--- src/rtl/mean_ctrl_pkg.sv ---
// rtl/mean_ctrl_pkg.sv - state encoding and default sizing for the running-mean controller
package mean_ctrl_pkg;

   localparam int STATE_W           = 3;
   localparam int DEFAULT_N_SAMPLES = 16;

   localparam logic [STATE_W-1:0] S_IDLE     = 3'd0;
   localparam logic [STATE_W-1:0] S_CLR      = 3'd1;
   localparam logic [STATE_W-1:0] S_ACC      = 3'd2;
   localparam logic [STATE_W-1:0] S_DIV      = 3'd3;
   localparam logic [STATE_W-1:0] S_LOAD     = 3'd4;
   localparam logic [STATE_W-1:0] S_DONE     = 3'd5;
   localparam logic [STATE_W-1:0] S_WAIT_REL = 3'd6;

endpackage

--- src/rtl/mean_controller.sv ---
// rtl/mean_controller.sv - sequencing FSM for the 8-bit running-mean datapath
// Optional in-flight cancel via abort is built only when MEAN_CTRL_ABORT_EN is defined.
module mean_controller
   import mean_ctrl_pkg::*;
#(
   parameter int  N_SAMPLES = DEFAULT_N_SAMPLES,
   localparam int CNT_W     = $clog2(N_SAMPLES)
) (
   input  logic             clk,
   input  logic             rst,
   input  logic             start,
   input  logic             data_valid,
   input  logic             abort,
   output logic             ready,
   output logic             done,
   output logic             acc_clr,
   output logic             acc_en,
   output logic             shift_en,
   output logic             ld_mean,
   output logic [CNT_W-1:0] sample_cnt
);

   generate
      if (N_SAMPLES < 2 || N_SAMPLES > 256 || (N_SAMPLES & (N_SAMPLES - 1)) != 0) begin : g_bad_n
         $error("mean_controller: N_SAMPLES must be a power of two in 2..256");
      end
   endgenerate

   logic [STATE_W-1:0] state;
   logic [CNT_W-1:0]   shift_cnt;
   logic               abort_clr;
   logic               abort_hit;

`ifdef MEAN_CTRL_ABORT_EN
   assign abort_hit = abort && (state == S_CLR || state == S_ACC ||
                                state == S_DIV || state == S_LOAD);
`else
   logic unused_abort;
   assign unused_abort = abort;
   assign abort_hit    = 1'b0;
`endif

   always_ff @(posedge clk or negedge rst) begin
      if (!rst) begin
         state      <= S_IDLE;
         sample_cnt <= '0;
         shift_cnt  <= '0;
         abort_clr  <= 1'b0;
      end else begin
         abort_clr <= 1'b0;
         if (abort_hit) begin
            // Cancelled run clears the datapath during the first idle cycle
            state      <= S_IDLE;
            sample_cnt <= '0;
            abort_clr  <= 1'b1;
         end else begin
            case (state)
               S_IDLE: if (start) state <= S_CLR;
               S_CLR: begin
                  sample_cnt <= '0;
                  state      <= S_ACC;
               end
               S_ACC: if (data_valid) begin
                  sample_cnt <= sample_cnt + 1'b1;
                  if (sample_cnt == CNT_W'(N_SAMPLES - 1)) begin
                     state     <= S_DIV;
                     shift_cnt <= CNT_W'(CNT_W - 1);
                  end
               end
               S_DIV: begin
                  if (shift_cnt == '0) state <= S_LOAD;
                  else shift_cnt <= shift_cnt - 1'b1;
               end
               S_LOAD:     state <= S_DONE;
               S_DONE:     state <= start ? S_WAIT_REL : S_IDLE;
               S_WAIT_REL: if (!start) state <= S_IDLE;
               default:    state <= S_IDLE;
            endcase
         end
      end
   end

   assign ready    = (state == S_IDLE);
   assign done     = (state == S_DONE);
   assign acc_clr  = (state == S_CLR) || abort_clr;
   assign acc_en   = (state == S_ACC) && data_valid;
   assign shift_en = (state == S_DIV);
   assign ld_mean  = (state == S_LOAD);

endmodule

--- config.mk ---
export PLATFORM = sky130hd
export DESIGN_NAME = mean_controller
export DESIGN_NICKNAME = d
export VERILOG_FILES = /design/src/rtl/mean_ctrl_pkg.sv /design/src/rtl/mean_controller.sv
export SDC_FILE = /design/constraint.sdc
export NUM_CORES = 1
export LEC_CHECK = 0
export BUFFER_PORTS_ARGS = -buffer_cell sky130_fd_sc_hd__buf_2
export CAP_MARGIN = 10
export CORE_MARGIN = 8
export CORE_UTILIZATION = 50
export CTS_CLUSTER_SIZE = 24
export DETAILED_ROUTE_END_ITERATION = 16
export GPL_ROUTABILITY_DRIVEN = 0
export PLACE_DENSITY = 0.74
export SLEW_MARGIN = 20
export SYNTH_ARGS = -nofsm -noshare
export SYNTH_HDL_FRONTEND = slang
export SYNTH_SLANG_ARGS = --single-unit
--- constraint.sdc ---
create_clock -name clk -period 1.7 [get_ports clk]
set_input_delay 0.085 -clock clk [delete_from_list [all_inputs] [get_ports clk]]
set_output_delay 0.085 -clock clk [all_outputs]
set_load 0.1 [all_outputs]
==> results of run 1 <==
-- logic make-up after synthesis --
| family | count (synthesis) |
|---|---|
| multiplexers | 2 |
| XOR/XNOR | 1 |
| AO/OA/AOI/OAI | 13 |
| flip-flops | 11 |
| AND/OR/NAND/NOR | 26 |
| buffers and inverters | 10 |
| adder cells (fa/ha/maj) | 3 |
-- registers in the layout, indices dropped and copies added, names as in the netlist --
register and flops:
shift_cnt 4, sample_cnt 4, state 3
-- metal layers --
| layer | part of all wire [%] | GRT usage [%] | wire (um) | up-vias |
|---|---|---|---|---|
| li1 | - | - | - | 277 |
| met1 | 45 | 12.6 | 624 | 258 |
| met2 | 50 | 17.4 | 702 | 11 |
| met3 | 3.1 | 1.99 | 44 | 2 |
| met4 | 1.8 | 9.05 | 25 | 0 |
| met5 | 0 | 0 | 0 | - |
-- what timing repair did --
action                                 4_1_cts  5_1_grt
buffers inserted                             0        2
setup endpoints to repair                    1        2
endpoints found under the hold margin       11        0
gates resized for setup                      1        1
gates cloned                                 0        0
hold buffers                                 1        0
-- metrics by stage --
stage                     hold slack (ns)  TNS [ns]  setup WS (ns)  instances
final                              0.0736         0         0.0804        100
after global placement            -0.0338         0          0.171         93
after global routing               0.0820         0         0.0144        100
after floorplan                    -0.211    -0.459         -0.172         66
after CTS                          0.0762         0         0.0594         98
after detailed placement          -0.0355         0          0.138         93
-- cells in the mapped netlist (all sizes together) --
master | number | area, um2
dfrtp | 11 | 275
inv | 7 | 26.3
nand2 | 5 | 18.8
nand3 | 4 | 20.0
nand3b | 4 | 30.0
o21ai | 3 | 15.0
a22oi | 2 | 20.0
buf | 2 | 18.8
ha | 2 | 25.0
mux2i | 2 | 20.0
nor3 | 2 | 10.0
nor3b | 2 | 20.0
o22ai | 2 | 12.5
or3b | 2 | 20.0
a2111oi | 1 | 8.76
a211o | 1 | 8.76
a22o | 1 | 8.76
a31oi | 1 | 6.26
and2 | 1 | 8.76
and3 | 1 | 6.26
and4 | 1 | 8.76
clkinv | 1 | 3.75
maj3 | 1 | 10.0
nand2b | 1 | 6.26
nand4 | 1 | 6.26
nand4bb | 1 | 16.3
o21ba | 1 | 10.0
o21bai | 1 | 7.51
or3 | 1 | 6.26
xor2 | 1 | 8.76
-- worst reg2reg max path: stages (launching register included) --
cell and delay, ns:
dfrtp_1 0.37, inv_1 0.09, ha_1 0.22, or3b_4 0.41, a22oi_2 0.25, mux2i_1 0.10
-- final cells by class --
cell class / instances / share of cell area [%]
multi-input cells: 45 / 40.7
repair buffers: 17 / 18.1
flip-flops and latches: 11 / 32.4
well taps: 15 / 2.16
inverters: 8 / 3.60
clock buffers: 4 / 3.02
-- worst min-delay path by stage --
stage | startpoint | to | slack [ns] | depth (start not counted)
floorplan | rst | sample_cnt[0]$_DFFE_PN0P_ | -0.21 | 0
global placement | rst | shift_cnt[2]$_DFFE_PN0P_ | -0.03 | 1
detailed placement | rst | shift_cnt[2]$_DFFE_PN0P_ | -0.04 | 1
CTS | start | state[1]$_DFFE_PN0P_ | 0.08 | 3
global route | start | state[1]$_DFFE_PN0P_ | 0.08 | 3
finish | start | state[1]$_DFFE_PN0P_ | 0.07 | 3
==> results.md, run 1 <==
| Result | Value | Unit |
|---|---|---|
| Run status | finished, final reports clean | - |
| Detailed-route wire length | 1400 | um |
| Final HPWL DP | 1070 | um |
| Ratio of final minimum period to clock period | 95.3 | % |
| Worst slew slack as a fraction of its limit | 67.8 | % |
| Total of endpoints with negative setup slack in the final report | 0 | - |
| Adder-cell area share of the yosys netlist | 5.28 | % |
| Worst path required time | 1.62 | ns |
| Xor/xnor cell area share of the yosys netlist | 1.32 | % |
| Number of CTS-inserted buffers | 3 | - |
| Reg-to-reg critical path startpoint | shift_cnt[0]$_DFFE_PN0P_ | - |
| Synth Area in Simple Gates | 26.8 | % |
| Share of the core filled with cells | 68.5 | % |
| CTS tree | built | - |
| H-tree lvl count | 1 | - |
| Kind of end point of the critical path | output port | - |
| Total standard cell area after synthesis | 663 | um2 |
| Total clock sinks | 11 | - |
| Clock insertion delay at the later pin of the skew report | 0.27 | ns |
| Synthesis-to-finish area growth | 31.1 | % |
| CP Capture Point | ld_mean | - |
| Placement row count | 13 | - |
| Largest family of logic cells by synthesized area | simple AND/OR/NAND/NOR gates | - |
| Crit-path max FO | 8 | - |
| Via count normalized by instance count | 5.48 | - |
| Worst setup path start | state[2]$_DFFE_PN0P_ | - |
| Wire length of the first global-routing pass | 2260 | um |
| Post-route DRC | 0 | - |
| Sequential cell area | 282 | um2 |
| Initial DRC count | 2 | - |
| Root buffer cell | clkbuf_4 | - |
| Filler cell count | 107 | - |
| Number of register bits inferred by synthesis | 11 | - |
| Number of input and output port buffers inserted | 13 | - |
| Arrival time of the worst setup path | 1.53 | ns |
| Complex-gate fraction of the synthesized area | 14.7 | % |
| Post-route cell area | 870 | um2 |
| DR vias | 548 | - |
| Die Height | 52.4 | um |
| Most common cell after layout, fill and taps aside | buf_2 | - |
| Total gr overflow | 0 | - |
| Endpoint of the worst register-to-register path | shift_cnt[0]$_DFFE_PN0P_ | - |
| Floorplan die width | 52.4 | um |
| Yosys warning count | 0 | - |
| Slew @ Worst Pin | 0.487 | ns |
| Syn Inst Count | 66 | - |
| F_max | 0.617 | GHz |
| Post-synthesis sequential area ratio | 41.5 | % |
| Total core area | 0.00127 | mm2 |
| Hold Violations, Final | 0 | - |
| Antenna violations before repair | 0 | - |
| Antenna diode count | 0 | - |
| Setup repair after global routing missed its margin | no | - |
| Top-Level Pins | 15 | - |
| Critical path startpoint category | flip-flop | - |
| Clock period minus worst slack | 1.62 | ns |
| Max clock buf depth | 2 | - |
| Critical-path cell list | inv_1, nor3_2, buf_2 | - |
| Hold Crit Class | in2reg | - |
| Number of global-route vias before repair | 507 | - |
| GRT Resource Usage Total | 11.0 | % |
| Clock tree skew after final layout | 0.00622 | ns |
| Final-stage net count | 93 | - |
| Count of unique library cells instantiated by Yosys | 36 | - |
| MaxCap Viol Count | 0 | - |
| Area used by multi-input combinational logic | 354 | um2 |
| Final Slew Violations | 0 | - |
| Most frequent cells in the layout | buf_2 (9), inv_1 (6), dfrtp_1 (6) | - |
| Cell with the largest stage delay on the worst path | dfrtp_1 | - |
| Internal reg-to-reg setup slack | 0.13 | ns |
| Critical path type | reg2out | - |
| Layout cells sized above 1 | 40.0 | % |
| Crit path max-delay family | buffers and inverters | - |
| Count of buffer and inverter cells on the critical path | 2 | - |
| Starting Density | 52.3 | % |
| Net count after synthesis | 73 | - |
| Clk pin slew, worst setup/hold paths | 0.07 | ns |
| Die Footprint | 0.00275 | mm2 |
| Placed standard-cell area | 802 | um2 |
| Average wire per cell in the routed design | 14.0 | um |
| Count of cell instances traversed by the critical path | 3 | - |
| Antenna Violating Nets Remaining | 0 | - |
| Largest net degree at the start of global routing | 13 | - |
| Mux contribution to synthesized area | 3.02 | % |
| Cell depth of the worst flop-to-flop path | 5 | - |
| Largest incremental delay on the critical path | 0.49 | ns |
| Drt pass-1 iters | 2 | - |
| Mean instance size in the synthesized netlist | 10.0 | um2 |
Power of run 1 is left out: the tool's default activity adds up to more than one toggle a clock period on the data nets, which glitch-free logic cannot reach.
==> inputs of run 2 (changes only) <==
--- a/config.mk
+++ b/config.mk
@@ -13,6 +13,7 @@
 export DETAILED_ROUTE_END_ITERATION = 16
 export GPL_ROUTABILITY_DRIVEN = 0
 export PLACE_DENSITY = 0.74
+export SKIP_CTS_REPAIR_TIMING = 1
 export SLEW_MARGIN = 20
 export SYNTH_ARGS = -nofsm -noshare
 export SYNTH_HDL_FRONTEND = slang
==> constraint.sdc (replaced) <==
create_clock -name clk -period 1.8 [get_ports clk]
set_input_delay 0.09 -clock clk [delete_from_list [all_inputs] [get_ports clk]]
set_output_delay 0.09 -clock clk [all_outputs]
set_load 0.1 [all_outputs]
==> run 2 against run 1 <==
Net effect: sequential cell count unchanged; sequential share of layout area up 1.9 points; via count up 0.73%.
==> results.md, run 2 (synthesized netlist as in run 1, its figures left out) <==
| Result | Value | Unit |
|---|---|---|
| Final HPWL DP | 1060 | um |
| Floorplan die width | 52.4 | um |
| Die Footprint | 0.00275 | mm2 |
| Wire length of the first global-routing pass | 2340 | um |
| Antenna Violating Nets Remaining | 0 | - |
| Hold Violations, Final | 0 | - |
| Antenna diode count | 0 | - |
| Number of global-route vias before repair | 534 | - |
| Critical path startpoint category | flip-flop | - |
| Number of CTS-inserted buffers | 3 | - |
| Max clock buf depth | 2 | - |
| Clk pin slew, worst setup/hold paths | 0.07 | ns |
| Initial DRC count | 8 | - |
| Crit-path max FO | 12 | - |
| Largest registers ranked by flip-flop count | sample_cnt x4, shift_cnt x4, state x3 | - |
| Root buffer cell | clkbuf_4 | - |
| Final std cells w/o fill | 97 | - |
| Most common cell after layout, fill and taps aside | buf_2 | - |
| Run status | finished, final reports clean | - |
| Total gr overflow | 0 | - |
| Worst slew slack as a fraction of its limit | 67.8 | % |
| MaxCap Viol Count | 0 | - |
| Most frequent cells in the layout | buf_2 (10), dfrtp_1 (7), inv_1 (6) | - |
| Top-Level Pins | 15 | - |
| Total core area | 0.00127 | mm2 |
| Setup repair after global routing missed its margin | no | - |
| Clock period minus worst slack | 1.69 | ns |
| Post-route DRC | 0 | - |
| Antenna violations before repair | 0 | - |
| Arrival time of the worst setup path | 1.60 | ns |
| Worst path required time | 1.71 | ns |
| Total of endpoints with negative setup slack in the final report | 0 | - |
| Detailed-route wire length | 1360 | um |
| Placement row count | 13 | - |
| Average wire per cell in the routed design | 14.0 | um |
| Starting Density | 52.3 | % |
| Drt pass-1 iters | 4 | - |
| Filler cell count | 102 | - |
| CTS tree | built | - |
| Layout cells sized above 1 | 36.6 | % |
| Final Slew Violations | 0 | - |
| DR vias | 552 | - |
| GRT Resource Usage Total | 11.6 | % |
| Ratio of final minimum period to clock period | 93.7 | % |
| Via count normalized by instance count | 5.69 | - |
| H-tree lvl count | 1 | - |
| Total clock sinks | 11 | - |
| Number of input and output port buffers inserted | 13 | - |
| Slew @ Worst Pin | 0.486 | ns |
| Synthesis-to-finish area growth | 23.4 | % |
| Clock insertion delay at the later pin of the skew report | 0.26 | ns |
| Clock tree skew after final layout | 0.00275 | ns |
| Largest net degree at the start of global routing | 13 | - |
| Kind of end point of the critical path | output port | - |
| F_max | 0.593 | GHz |
| Hold Crit Class | in2reg | - |
| Critical path type | reg2out | - |
| Final-stage net count | 90 | - |
| Die Height | 52.4 | um |
| Post-Place Cells | 92 | - |
run 2: cell count changes in the layout (fill, tap and decap cells not counted):
cell / change
buf_4: -2
buf_2: +1
buf_12: -2
dfrtp_1: +1
dfrtp_2: -1
run 2: critical path, stage by stage, from the launching register on:
cell and delay (ns):
dfrtp_1 0.53, or3b_1 0.49, inv_1 0.13, buf_12 0.18
run 2: final timing paths:
| kind | startpoint | to | slack, ns | cells past startpoint |
|---|---|---|---|---|
| min | start | state[1]$_DFFE_PN0P_ | 0.08 | 3 |
| max in group asynchronous | rst | sample_cnt[2]$_DFFE_PN0P_ | 1.37 | 2 |
| max | state[1]$_DFFE_PN0P_ | acc_clr | 0.11 | 3 |
| min in group asynchronous | rst | sample_cnt[3]$_DFFE_PN0P_ | 0.21 | 2 |
| max reg2reg | shift_cnt[0]$_DFFE_PN0P_ | shift_cnt[0]$_DFFE_PN0P_ | 0.21 | 5 |
| min reg2reg | sample_cnt[3]$_DFFE_PN0P_ | sample_cnt[3]$_DFFE_PN0P_ | 0.51 | 1 |
run 2: layer usage:
metal | part of all wire (%) | up-vias | GRT usage [%]
met5 | 0 | - | 0
met4 | 2.2 | 0 | 10.3
met3 | 3.2 | 2 | 2.27
met2 | 50 | 11 | 17.4
met1 | 44 | 266 | 13.6
li1 | - | 273 | -
run 2: cell type report:
| cell class | instances | area [um2] | share of cell area (%) |
|---|---|---|---|
| multi-input cells | 45 | 354 | 43.3 |
| flip-flops and latches | 11 | 280 | 34.3 |
| repair buffers | 14 | 108 | 13.1 |
| inverters | 8 | 31.3 | 3.82 |
| clock buffers | 4 | 26.3 | 3.21 |
| well taps | 15 | 18.8 | 2.29 |
run 2: per-stage QoR:
stage                     worst slack, ns  setup TNS (ns)  utilization [%]  cell area (um2)  hold slack (ns)
final                               0.114               0             64.5              818           0.0823
after global routing               0.0328               0             64.5              818           0.0905
after CTS                          0.0503               0             63.4              805           -0.319
after detailed placement            0.208               0             61.3              778          -0.0284
after global placement              0.270               0             61.3              778          -0.0260
after floorplan                   -0.0772          -0.174                -              683           -0.206
Power of run 2 is left out for the same reason.
==> inputs of run 3 (changes only) <==
--- a/config.mk
+++ b/config.mk
@@ -13,6 +13,7 @@
 export DETAILED_ROUTE_END_ITERATION = 16
 export GPL_ROUTABILITY_DRIVEN = 0
 export PLACE_DENSITY = 0.74
+export RECOVER_POWER = 50
 export SKIP_CTS_REPAIR_TIMING = 1
 export SLEW_MARGIN = 20
 export SYNTH_ARGS = -nofsm -noshare
==> run 3 against run 2 <==
Net effect: critical path depth did not move; clock-buffer cell count did not move; design area fell by 0.15%.
==> results.md, run 3 (synthesized netlist as in run 1, its figures left out) <==
| Result | Value | Unit |
|---|---|---|
| DR vias | 545 | - |
| Number of global-route vias before repair | 534 | - |
| Slew @ Worst Pin | 0.573 | ns |
| Crit-path max FO | 12 | - |
| Layout cells sized above 1 | 35.4 | % |
| Most frequent cells in the layout | dfrtp_1 (7), inv_1 (6), nand2_1 (5), buf_2 (5) | - |
| Filler cell count | 102 | - |
| Initial DRC count | 8 | - |
| Ratio of final minimum period to clock period | 94.1 | % |
| Worst slew slack as a fraction of its limit | 61.8 | % |
| Starting Density | 52.3 | % |
| Arrival time of the worst setup path | 1.60 | ns |
| Sequential cell area | 280 | um2 |
| Post-route DRC | 0 | - |
| Final-stage net count | 90 | - |
| Detailed-route wire length | 1360 | um |
| Most common cell after layout, fill and taps aside | dfrtp_1 | - |
| Total gr overflow | 0 | - |
| Root buffer cell | clkbuf_4 | - |
| Final-layout setup total negative slack | 0 | ns |
| Total core area | 0.00127 | mm2 |
| Via count normalized by instance count | 5.62 | - |
| Die Footprint | 0.00275 | mm2 |
| Number of input and output port buffers inserted | 13 | - |
| Largest net degree at the start of global routing | 13 | - |
| Antenna violations before repair | 0 | - |
| Wire length of the first global-routing pass | 2340 | um |
| Average wire per cell in the routed design | 14.1 | um |
| CTS tree | built | - |
| MaxCap Viol Count | 0 | - |
| H-tree lvl count | 1 | - |
| Placement row count | 13 | - |
| Worst path required time | 1.71 | ns |
| Hold Violations, Final | 0 | - |
| Antenna diode count | 0 | - |
| Cell with the largest stage delay on the worst path | dfrtp_1 | - |
| Largest registers ranked by flip-flop count | sample_cnt x4, shift_cnt x4, state x3 | - |
| Drt pass-1 iters | 4 | - |
| Cell depth of the worst flop-to-flop path | 5 | - |
| Hold Crit Class | in2reg | - |
| Critical path startpoint category | flip-flop | - |
| Clock insertion delay at the later pin of the skew report | 0.26 | ns |
| Number of cells on the worst hold path | 3 | - |
| Kind of end point of the critical path | output port | - |
| Top-Level Pins | 15 | - |
| Die Height | 52.4 | um |
| Setup repair after global routing missed its margin | no | - |
| GRT Resource Usage Total | 11.6 | % |
| F_max | 0.590 | GHz |
| Final HPWL DP | 1060 | um |
| Critical path type | reg2out | - |
| Max clock buf depth | 2 | - |
| Critical-path cell list | or3b_1, inv_1, buf_12 | - |
| Run status | finished, final reports clean | - |
| Final Slew Violations | 0 | - |
| Antenna Violating Nets Remaining | 0 | - |
| Clock period minus worst slack | 1.69 | ns |
| Area used by multi-input combinational logic | 354 | um2 |
| Number of CTS-inserted buffers | 3 | - |
| Clock tree skew after final layout | 0.00305 | ns |
| Total of endpoints with negative setup slack in the final report | 0 | - |
| Largest incremental delay on the critical path | 0.54 | ns |
| Clk pin slew, worst setup/hold paths | 0.07 | ns |
| Total clock sinks | 11 | - |
| Floorplan die width | 52.4 | um |
| Synthesis-to-finish area growth | 23.2 | % |
run 3: changes by cell type in the layout (fill, tap and decap cells not counted), sizes merged:
| cell | change |
|---|---|
| clkbuf | +5 |
| buf | -5 |
run 3: cell type report:
type / instances / area share, %
clock buffer: 4 / 3.22
multi-input combinational: 45 / 43.3
inverter: 8 / 3.83
tap: 15 / 2.30
timing repair buffer: 14 / 13.0
sequential: 11 / 34.3
run 3: worst max-delay path: cells and delay by family (launching register included):
family / cells / cell delay, ns
flip-flops: 1 / 0.54
AND/OR/NAND/NOR: 1 / 0.50
buffers and inverters: 2 / 0.31
run 3: through the flow:
step / cell area [um2] / std cells / utilization [%] / hold WS [ns] / worst slack [ns]
floorplan: 683 / 66 / - / -0.206 / -0.0772
detailed placement: 778 / 92 / 61.3 / -0.0284 / 0.208
CTS: 805 / 96 / 63.4 / -0.319 / 0.0503
global route: 817 / 97 / 64.4 / 0.0905 / 0.0328
finish: 817 / 97 / 64.4 / 0.0825 / 0.106
global placement: 778 / 92 / 61.3 / -0.0260 / 0.270
run 3: path summary, 6_finish.rpt:
check / start / to / slack, ns
worst max-delay path: state[1]$_DFFE_PN0P_ / acc_clr / 0.11
worst max register to register: shift_cnt[0]$_DFFE_PN0P_ / shift_cnt[0]$_DFFE_PN0P_ / 0.21
worst min-delay path: start / state[1]$_DFFE_PN0P_ / 0.08
max in group asynchronous: rst / sample_cnt[2]$_DFFE_PN0P_ / 1.06
worst min register to register: sample_cnt[3]$_DFFE_PN0P_ / sample_cnt[3]$_DFFE_PN0P_ / 0.51
min in group asynchronous: rst / sample_cnt[3]$_DFFE_PN0P_ / 0.33
run 3: routing by layer:
layer,track usage [%],part of all wire [%],vias up
li1,-,-,275
met5,0,0,-
met4,10.3,2.2,0
met2,17.4,51,9
met1,13.6,44,259
met3,2.27,2.7,2
Power of run 3 is left out for the same reason.
